`config.mk`:
```
export PLATFORM = sky130hd
export DESIGN_NAME = fir_filter_top
export DESIGN_NICKNAME = d
export VERILOG_FILES = /design/src/rtl/fir_pkg.sv /design/src/rtl/fir_dpram.sv /design/src/rtl/fir_filter_top.sv
export SDC_FILE = /design/constraint.sdc
export NUM_CORES = 1
export LEC_CHECK = 0
export ABC_AREA = 1
export CAP_MARGIN = 20
export CORE_UTILIZATION = 30
export DETAILED_ROUTE_END_ITERATION = 16
export GPL_ROUTABILITY_DRIVEN = 1
export PLACE_DENSITY = 0.54
export SYNTH_ARGS = -nofsm -noshare
export SYNTH_HDL_FRONTEND = slang
export SYNTH_SLANG_ARGS = --single-unit
```
`constraint.sdc`:
```
create_clock -name clk -period 2.6 [get_ports clk]
set_input_delay 0.39 -clock clk [delete_from_list [all_inputs] [get_ports clk]]
set_output_delay 0.39 -clock clk [all_outputs]
set_load 0.05 [all_outputs]
```
`src/rtl/fir_pkg.sv`:
```
// fir_pkg: FIR constants, coefficients, FSM states and result reduction (saturating when FIR_SATURATE_EN is defined)
package fir_pkg;
  localparam int NTAPS = 4;
  localparam int DATA_W = 8;
  localparam int ACC_W = 18;
  localparam int ADDR_W = 10;
  localparam logic signed [DATA_W-1:0] COEF [NTAPS] = '{8'sd16, 8'sd48, 8'sd48, 8'sd16};
  typedef enum logic [2:0] {IDLE, NP_ADDR, NP_MAC, NP_WRITE, P_RUN, P_DRAIN, DONE} state_t;
  function automatic logic [DATA_W-1:0] fir_reduce(input logic signed [ACC_W-1:0] acc);
`ifdef FIR_SATURATE_EN
    logic signed [ACC_W-1:0] s;
    s = acc >>> 7;
    return (s > 127) ? 8'h7f : (s < -128) ? 8'h80 : s[DATA_W-1:0];
`else
    return DATA_W'(acc >>> 7);
`endif
  endfunction
endpackage

```
`src/rtl/fir_dpram.sv`:
```
// fir_dpram: sample RAM with synchronous-read port A and write port B; addresses wrap modulo DEPTH
module fir_dpram
  import fir_pkg::*;
#(
  parameter int DEPTH = 64
) (
  input  logic              clk,
  input  logic [ADDR_W-1:0] addr_a,
  output logic [DATA_W-1:0] data_a,
  input  logic [ADDR_W-1:0] addr_b,
  input  logic              we_b,
  input  logic [DATA_W-1:0] data_b
);
  localparam int AW = $clog2(DEPTH);
  logic [DATA_W-1:0] mem [DEPTH];
  logic unused_hi;
  assign unused_hi = ^{addr_a[ADDR_W-1:AW], addr_b[ADDR_W-1:AW]};
  always_ff @(posedge clk) begin
    if (we_b) mem[addr_b[AW-1:0]] <= data_b;
    data_a <= mem[addr_a[AW-1:0]];
  end
endmodule

```
`src/rtl/fir_filter_top.sv`:
```
// fir_filter_top: RAM-backed FIR subsystem with multi-cycle and pipelined engines (FIR_SATURATE_EN selects saturation)
module fir_filter_top
  import fir_pkg::*;
#(
  parameter int INPUT_ADDR = 0,
  parameter int OUTPUT_ADDR = 32,
  parameter int SAMPLE_COUNT = 20,
  parameter int MEM_DEPTH = 64
) (
  input  logic       clk,
  input  logic       rst,
  input  logic       start,
  input  logic       sel_pipelined,
  output logic       done,
  output logic [2:0] cycle_count
);
  localparam int KW = $clog2(NTAPS);
  localparam logic [ADDR_W-1:0] LAST = ADDR_W'(SAMPLE_COUNT - 1);
  localparam logic [ADDR_W-1:0] IA = ADDR_W'(INPUT_ADDR);
  localparam logic [ADDR_W-1:0] OA = ADDR_W'(OUTPUT_ADDR);
  localparam logic [KW-1:0] KLAST = KW'(NTAPS - 1);
  state_t state, state_nx;
  logic start_q, accept, busy, sel_q, v1, v2;
  logic [31:0] cycle_counter;
  logic [ADDR_W-1:0] n, w;
  logic [KW-1:0] k;
  logic signed [ACC_W-1:0] acc, prod, mac_np, mac_p;
  logic signed [DATA_W-1:0] x_s;
  logic signed [DATA_W-1:0] dl [NTAPS-1];
  logic [ADDR_W-1:0] mem_addr_a, mem_addr_b;
  logic [DATA_W-1:0] mem_data_out_a, mem_data_in_b;
  logic mem_we_b;
  logic unused_bits;
  assign unused_bits = ^{cycle_counter[31:3], sel_q};
  assign busy = (state != IDLE) && (state != DONE);
  assign accept = start && !start_q && !busy;
  assign done = state == DONE;
  assign cycle_count = cycle_counter[2:0];
  fir_dpram #(.DEPTH(MEM_DEPTH)) u_ram (
    .clk(clk), .addr_a(mem_addr_a), .data_a(mem_data_out_a),
    .addr_b(mem_addr_b), .we_b(mem_we_b), .data_b(mem_data_in_b)
  );
  always_ff @(posedge clk) begin
    if (rst) begin
      state <= IDLE;
      start_q <= 1'b0;
      cycle_counter <= '0;
    end else begin
      state <= state_nx;
      start_q <= start;
      cycle_counter <= accept ? '0 : busy ? cycle_counter + 1 : cycle_counter;
    end
  end
  always_comb begin
    state_nx = state;
    case (state)
      IDLE, DONE: state_nx = accept ? (sel_pipelined ? P_RUN : NP_ADDR) : state;
      NP_ADDR:    state_nx = NP_MAC;
      NP_MAC:     state_nx = (k == KLAST) ? NP_WRITE : NP_ADDR;
      NP_WRITE:   state_nx = (n == LAST) ? DONE : NP_ADDR;
      P_RUN:      state_nx = (n == LAST) ? P_DRAIN : P_RUN;
      P_DRAIN:    state_nx = (v2 && w == LAST) ? DONE : P_DRAIN;
      default:    state_nx = IDLE;
    endcase
  end
  always_comb begin
    mem_addr_a = (state == NP_ADDR) ? IA + n - ADDR_W'(k) : (state == P_RUN) ? IA + n : '0;
    mem_we_b = (state == NP_WRITE) || (v2 && (state == P_RUN || state == P_DRAIN));
    mem_addr_b = (state == NP_WRITE) ? OA + n : (state == P_RUN || state == P_DRAIN) ? OA + w : mem_addr_a;
    mem_data_in_b = fir_reduce(acc);
  end
  // taps reaching before sample 0 still take their cycles but contribute zero
  always_comb begin
    x_s = $signed(mem_data_out_a);
    prod = ACC_W'(COEF[k]) * ACC_W'(x_s);
    mac_np = acc + ((n >= ADDR_W'(k)) ? prod : '0);
    mac_p = ACC_W'(COEF[0]) * ACC_W'(x_s);
    for (int i = 1; i < NTAPS; i++) mac_p = mac_p + ACC_W'(COEF[i]) * ACC_W'(dl[i-1]);
  end
  always_ff @(posedge clk) begin
    if (rst) sel_q <= 1'b0;
    else if (accept) sel_q <= sel_pipelined;
  end
  always_ff @(posedge clk) begin
    if (rst || accept) begin
      n <= '0;
      k <= '0;
      w <= '0;
      acc <= '0;
      v1 <= 1'b0;
      v2 <= 1'b0;
      for (int i = 0; i < NTAPS - 1; i++) dl[i] <= '0;
    end else begin
      v1 <= state == P_RUN;
      v2 <= v1;
      if (state == NP_MAC) begin
        acc <= mac_np;
        k <= (k == KLAST) ? '0 : k + 1'b1;
      end
      if (state == NP_WRITE) begin
        acc <= '0;
        n <= n + 1'b1;
      end
      if (state == P_RUN) n <= n + 1'b1;
      if (v1) begin
        acc <= mac_p;
        dl[0] <= x_s;
        for (int i = 1; i < NTAPS - 1; i++) dl[i] <= dl[i-1];
      end
      if (v2) w <= w + 1'b1;
    end
  end
endmodule

```
# Yosys cells after proc, flatten, opt, wreduce, memory -nomap -nowiden
# Index checks and enable logic that the tools add are counted.
[totals]
register_bits = 60
latch_bits = 0
ram_bits = 0
mem_bits_ro = 0
in_bits = 4
output_inout_bits = 4
word_cells = 45
n_memories = 0
[op_classes]
add_sub_neg = 4
multipliers = 0
n_div = 0
n_lt_le_gt_ge = 0
eq_ne = 11
n_shift = 0
mux = 10
n_bitwise = 0
n_reduce_logical = 12
[op_table]
columns = ["cell", "n"]
rows = [
  ["$add A32 B1 Y32 const B", 1],
  ["$add A10 B1 Y10 const B", 2],
  ["$eq A10 B5 Y1 const B", 2],
  ["$mux W10", 2],
  ["$pmux W3 S6", 1],
  ["$eq A3 B3 Y1 const B", 3],
  ["$mux W3", 3],
  ["$eq A3 B2 Y1 const B", 2],
  ["$mux W2", 3],
  ["$logic_and A1 B1 Y1", 4],
  ["$reduce_or A2 Y1", 2],
  ["$eq A3 B1 Y1 const B", 1],
  ["$logic_not A3 Y1", 1],
  ["$ne A3 B3 Y1 const B", 1],
  ["$reduce_bool A3 Y1", 1],
  ["$add A2 B1 Y2 const B", 1],
  ["$eq A2 B2 Y1 const B", 1],
  ["$logic_not A1 Y1", 2],
  ["$ne A2 B2 Y1 const B", 1],
  ["$reduce_bool A2 Y1", 1],
  ["$logic_or A1 B1 Y1", 1],
  ["$mux W1", 1],
]

# Logic depth before layout (Yosys ltp)
# Gate-level depths: netlist of the first run.
[logic_depth]
ltp_word = 6
depth_mapped = 10
ltp_nobuf = 10

# Least setup slack after synthesis of the first run
# Ideal clock, no wire load.
[synth_path]
path_type = "register to register"
from = "register n[0]"
to = "register n[8]"
setup_ns = 0.064
arrival_ns = 1.203
required_time_ns = 2.536
path_slack_ns = 1.334
path_stages_with_launch = 8
synth_period_minus_slack_ns = 1.266
path_cell_list = "dfxtp_1 ha_1 nand2_1 nor3_1 nand2_1 o21ai_0 inv_1 nor2_1"
[synth_via]
elab_chain_len = 3
[synth_rtl]
columns = ["item", "line_no", "rtl"]
rows = [
  ["start, declared", "fir_filter_top.sv:25", "logic [ADDR_W-1:0] n, w;"],
  ["start signal, assigned", "fir_filter_top.sv:102", "n <= n + 1'b1;"],
  ["start signal, assigned", "fir_filter_top.sv:104", "if (state == P_RUN) n <= n + 1'b1;"],
  ["$add A10 B1 Y10 (*)", "fir_filter_top.sv:102, fir_filter_top.sv:104", ""],
  ["$mux W10", "fir_filter_top.sv:100", "if (state == NP_WRITE) begin"],
  ["$mux W10 (*)", "fir_filter_top.sv:104", ""],
]
# Every way passes the cells marked *; elsewhere a longest branch is shown, timed or not. The select of a mux whose other input is x is not followed.
# A chain may end at the register's enable or synchronous reset.

# Worst setup path after layout of the first run
[layout_path]
from = "register state[0]"
to = "output done"
[layout_via]
elab_chain_len = 1
[layout_rtl]
columns = ["item", "line_no", "rtl"]
rows = [
  ["start, declared", "fir_filter_top.sv:22", "state_t state, state_nx;"],
  ["start signal, assigned", "fir_filter_top.sv:49", "state <= state_nx;"],
  ["$eq A3 B3 Y1", "fir_filter_top.sv:37", "assign done = state == DONE;"],
  ["end, declared", "fir_filter_top.sv:14", "output logic done,"],
]
# No other way between the ends.

==> out/results.ini, run 1 <==
[die]
core_um2 = 5170
ios = 8
die_h_um = 75.5
start_util_pct = 31.3
std_cell_rows = 26
die_x_um = 75.5
dieArea_um2 = 5700

[global_routing]
grt_max_degree = 12
grt_overflow = 0
grt_pass1_wl_um = 5470
track_usage_pct = 12.9
grt_antenna_before_repair = 0
grt_pass1_vias = 1290

[drt]
avgRoutedWirePerCell_um = 9.29
ant_nets = 0
drt_iter0_drc = 64
vias_per_cell = 4.30
drt-total-wl_um = 3080
drc = 0
drt_pass1_iterations = 4
route.vias.total = 1424

[clock_network]
path_clk_slew_ps = 70
clock_latency_ps = 280
clkSinkCount = 31
clock_path_buffers = 2
cts_setup_buffers = 0
cts_buffers = 5
cts_resized = 0
root_buffer = clkbuf_8
htree_num_levels = 2
cts_tree = yes
ctsHoldBuffers = 0

[timing]
setup_viol = 0
skew_ps = 5.78
period_minus_slack_ps = 2110
rsz0062_at_grt = false
fin_crit_sh_pct = 81.1
whs_ps = 420
tns_ps = 0
slew_violations = 0
slew_headroom_pct = 66.7
final-hold-violation-count = 0
fmax_mhz = 474
worst_pin_slew_ps = 498

[synthesis]
synthDistinctLibCells = 25
synth_area_per_cell_um2 = 6.54
yosys.area_share.simple_pct = 35.8
syn-num-nets = 256
netlist.area_leader.share_pct = 38.3
synth-xor-area-share_pct = 1.08
syn_inst = 248
synth_area_leader_cell = dfxtp_1
ys_top_cells_by_area = dfxtp_1, nand2_1, inv_1
synth_seq_cells = 31
synth_top_family_by_area = simple AND/OR/NAND/NOR gates
synth_compound_area_share_pct = 10.9
yosysWarningCount = 0
synth_adder_area_share_pct = 3.09
ys_seq_area_share_pct = 38.3
synth_mux_area_share_pct = 0
syn-cell-area_um2 = 1620

[place]
hpwl_um = 2300
port_buffers = 7
gp_congestion = 0.787

[setup_path]
path_delay_family = buffers and inverters
path_max_fanout = 4
crit_slowest_cell = clkdlybuf4s50_1
worst_ep_arrival_time_ps = 1720
crit_path_cell_trace = inv_1, nand3_1, inv_1, clkdlybuf4s50_1
ff2ff_setup_slack_ps = 1090
reg2reg_to = w[5]$_SDFFE_PP0P_
worstSetupPathType = flop to primary output
rr_startpoint = state[2]$_SDFFE_PP0P_
startpoint_type = flop
endpoint_kind = primary output
cp_common_cell = inv_1
reg2regPathDepth = 7
cp_data_required_time_ps = 2210
cp_num_buf_inv = 3
slowest_delay_ps = 800

[cells_and_area]
area_growth_pct = 14.0
final_layout_size_suffix_gt1_share_pct = 6.90
nets = 268
seqCellArea_um2 = 621
multiInputGateArea_um2 = 825
nFillCells = 566
antenna_cells = 0

[pwr]
ir_worst_vdd_mv = 0.256
p_leak_nw = 0.725
powerDensity_nw_per_um2 = 531

[job]
drv_cap = 0

[worst_hold_path]
hold_depth = 2
min_from = v1$_SDFF_PP0_
whs_endpoint = v2$_SDFF_PP0_
min_path_type = flop to flop

[outcome]
outcome = complete, no violations

## cells in the mapped netlist (all sizes together)
| cell type | number |
|---|---|
| nor2 | 38 |
| a21boi | 1 |
| nand3 | 14 |
| nor3b | 1 |
| xor2 | 2 |
| buf | 3 |
| a21oi | 20 |
| dfxtp | 31 |
| o21a | 1 |
| and3 | 1 |
| or2 | 2 |
| nand4 | 3 |
| ha | 4 |
| inv | 40 |
| o21ai | 10 |
| nand2 | 72 |
| nor3 | 5 |
## worst register-to-register path, stage by stage (launching register included)
cell	delay, ps
dfxtp_1	440
inv_1	60
nand2_1	100
nand3_2	130
o21ai_4	290
buf_4	230
a21oi_1	50
o21a_1	110
## metrics by stage
stage	total power, mW	cell area [µm²]	utilization, %	setup slack [ps]	instances
finish	0.982	1850	35.8	492	331
detailed placement	0.615	1760	34.0	729	323
floorplan	0.590	1620	-	1330	248
global route	1.04	1850	35.8	368	331
CTS	0.998	1850	35.8	481	331
global placement	0.615	1760	34.0	759	323
## routing by layer
| layer | routed length [µm] | GRT usage [%] |
|---|---|---|
| met1 | 1620 | 17.2 |
| met2 | 1270 | 18.6 |
| met3 | 130 | 3.97 |
| met4 | 55 | 6.79 |
| met5 | 0 | 0 |
## layout make-up
class | instances | share of cell area, %
flip-flops and latches | 31 | 33.6
clock buffers | 5 | 3.72
multi-input cells | 174 | 44.6
repair buffers | 8 | 4.19
well taps | 70 | 4.74
inverters | 40 | 8.12
clock inverters | 3 | 1.08
## worst max-delay path by stage
stage,startpoint,endpoint,depth (start not counted)
after floorplan,n[0]$_SDFFE_PP0P_,n[8]$_SDFFE_PP0P_,7
after global placement,start,w[5]$_SDFFE_PP0P_,8
after detailed placement,start,w[5]$_SDFFE_PP0P_,8
after CTS,state[0]$_SDFFE_PP0P_,done,4
after global routing,state[0]$_SDFFE_PP0P_,done,4
final,state[0]$_SDFFE_PP0P_,done,4
## cells by family after synthesis
| logic type | after synthesis |
|---|---|
| and+or+nand+nor | 136 |
| AOI/OAI and AO/OA | 32 |
| xor gates and xnor gates | 2 |
| DFF | 31 |
| buffers and inverters | 43 |
| adders and majority gates | 4 |
## sequential cells by signal (all words and copies together) (netlist names)
name and count:
n 10, k 2, v1 1, state 3
v2 1, start_q 1, cycle_counter 3, w 10
## power by group
| group | internal (mW) | leakage (nW) | switching (mW) |
|---|---|---|---|
| Combinational | 0.0356 | 0.434 | 0.0715 |
| Clock | 0.186 | 0.0402 | 0.193 |
| Sequential | 0.485 | 0.250 | 0.0107 |
## cells in the final DEF, fill, tap and decap left out, drive strengths merged
master	count
a21boi	1
a21oi	20
and3	1
buf	1
clkbuf	5
clkdlybuf4s50	7
clkinv	1
clkinvlp	2
dfxtp	31
ha	4
inv	40
nand2	72
nand3	14
nand4	3
nor2	38
nor3	5
nor3b	1
o21a	1
o21ai	10
or2	2
xor2	2
(Power assumes the default switching activity.)
==> run 2: changes to the inputs <==
Clock period 2.6 ns to 1.95 ns, I/O delays scaled along.
==> out/results.ini, run 2 (same netlist as run 1, synthesis figures left out) <==
[timing]
worst_pin_slew_ps = 493
tns_ps = 0
skew_ps = 3.61
slew_violations = 0
fin_crit_sh_pct = 90.5
setup_viol = 0
setup_ws_ps = 185
slew_headroom_pct = 67.0
rsz0062_at_grt = false
final-hold-violation-count = 0
fmax_mhz = 567
whs_ps = 422
period_minus_slack_ps = 1760

[drt]
drt_iter0_drc = 58
wl_met1_um = 1560
drc = 0
avgRoutedWirePerCell_um = 9.29
drt-total-wl_um = 3080
dr_wl_met3_um = 128
top_layer = met4
drt_pass1_iterations = 4
wl_met2_um = 1340
vias_per_cell = 4.28
route.vias.total = 1420
ant_nets = 0

[die]
dieArea_um2 = 5700
core_um2 = 5170
ios = 8
die_x_um = 75.5
die_h_um = 75.5
std_cell_rows = 26
start_util_pct = 31.3

[cells_and_area]
fin_area_um2 = 1880
area_growth_pct = 16.1
mostFrequentLayoutCells = nand2_1, inv_1, nor2_1, dfxtp_1, a21oi_1
nFillCells = 567
reg_top3 = n x10, w x10
seqCellArea_um2 = 621
nets = 269
final_layout_size_suffix_gt1_share_pct = 7.63
layout_commonest_cell = nand2_1
fin_cells = 332
antenna_cells = 0
multiInputGateArea_um2 = 825
utilization_pct = 36.4

[job]
drv_cap = 0

[pwr]
p_leak_nw = 0.753
ir_worst_vdd_mv = 0.452
powerDensity_nw_per_um2 = 783
power_mw = 1.47

[clock_network]
cts_buffers = 5
root_buffer = clkbuf_8
clock_latency_ps = 290
htree_num_levels = 2
cts_setup_buffers = 0
path_clk_slew_ps = 70
cts_tree = yes
clkSinkCount = 31
cts_resized = 0
ctsHoldBuffers = 0
clock_path_buffers = 2

[setup_path]
startpoint_type = flop
cp_num_buf_inv = 1
path_delay_family = buffers and inverters
path_max_fanout = 4
crit_slowest_cell = clkdlybuf4s50_1
crit_path_cell_trace = clkdlybuf4s50_1
worstSetupPathType = flop to primary output
endpoint_kind = primary output
slowest_delay_ps = 820
cp_data_required_time_ps = 1660
worst_ep_arrival_time_ps = 1470

[global_routing]
grt_pass1_vias = 1259
grt_overflow = 0
track_usage_pct = 12.9
grt_antenna_before_repair = 0
grt_max_degree = 15
grt_pass1_wl_um = 5350

[place]
dp_slack_ps = 267
dpl.cell_count = 324
hpwl_um = 2290
port_buffers = 7
gp_congestion = 0.782
dpl-instance-area_um2 = 1770

[worst_hold_path]
min_path_type = flop to flop

[outcome]
outcome = complete, no violations

-- run 2: changes by cell type in the layout (fill, tap and decap cells not counted), sizes merged --
cell / delta
clkinvlp: -2
clkdlybuf4s50: -1
clkbuf: +1
buf: +2
bufinv: +1
-- run 2: final cells by class --
class	count	area share (%)
well taps	70	4.65
inverters	40	7.97
clock buffers	6	4.39
repair buffers	9	4.39
multi-input cells	174	43.8
clock inverters	2	1.86
flip-flops and latches	31	33.0
-- run 2: per-layer routing --
metal	vias up	global-route usage [%]
li1	795	-
met4	0	4.32
met1	597	15.9
met5	-	0
met2	23	20.4
met3	5	5.16
-- run 2: final timing paths --
check	depth (start not counted)	endpoint	startpoint	slack [ps]
min reg2reg	2	v2$_SDFF_PP0_	v1$_SDFF_PP0_	420
min	2	v2$_SDFF_PP0_	v1$_SDFF_PP0_	420
max reg2reg	7	n[8]$_SDFFE_PP0P_	n[0]$_SDFFE_PP0P_	490
max	1	cycle_count[0]	cycle_counter[0]$_SDFFE_PP0P_	190
-- run 2: power breakdown --
group	switching (mW)	leakage, nW	internal [mW]
clock	0.256	0.0612	0.413
combinational	0.0959	0.442	0.0485
sequential	0.0135	0.250	0.647
total	0.366	0.753	1.11
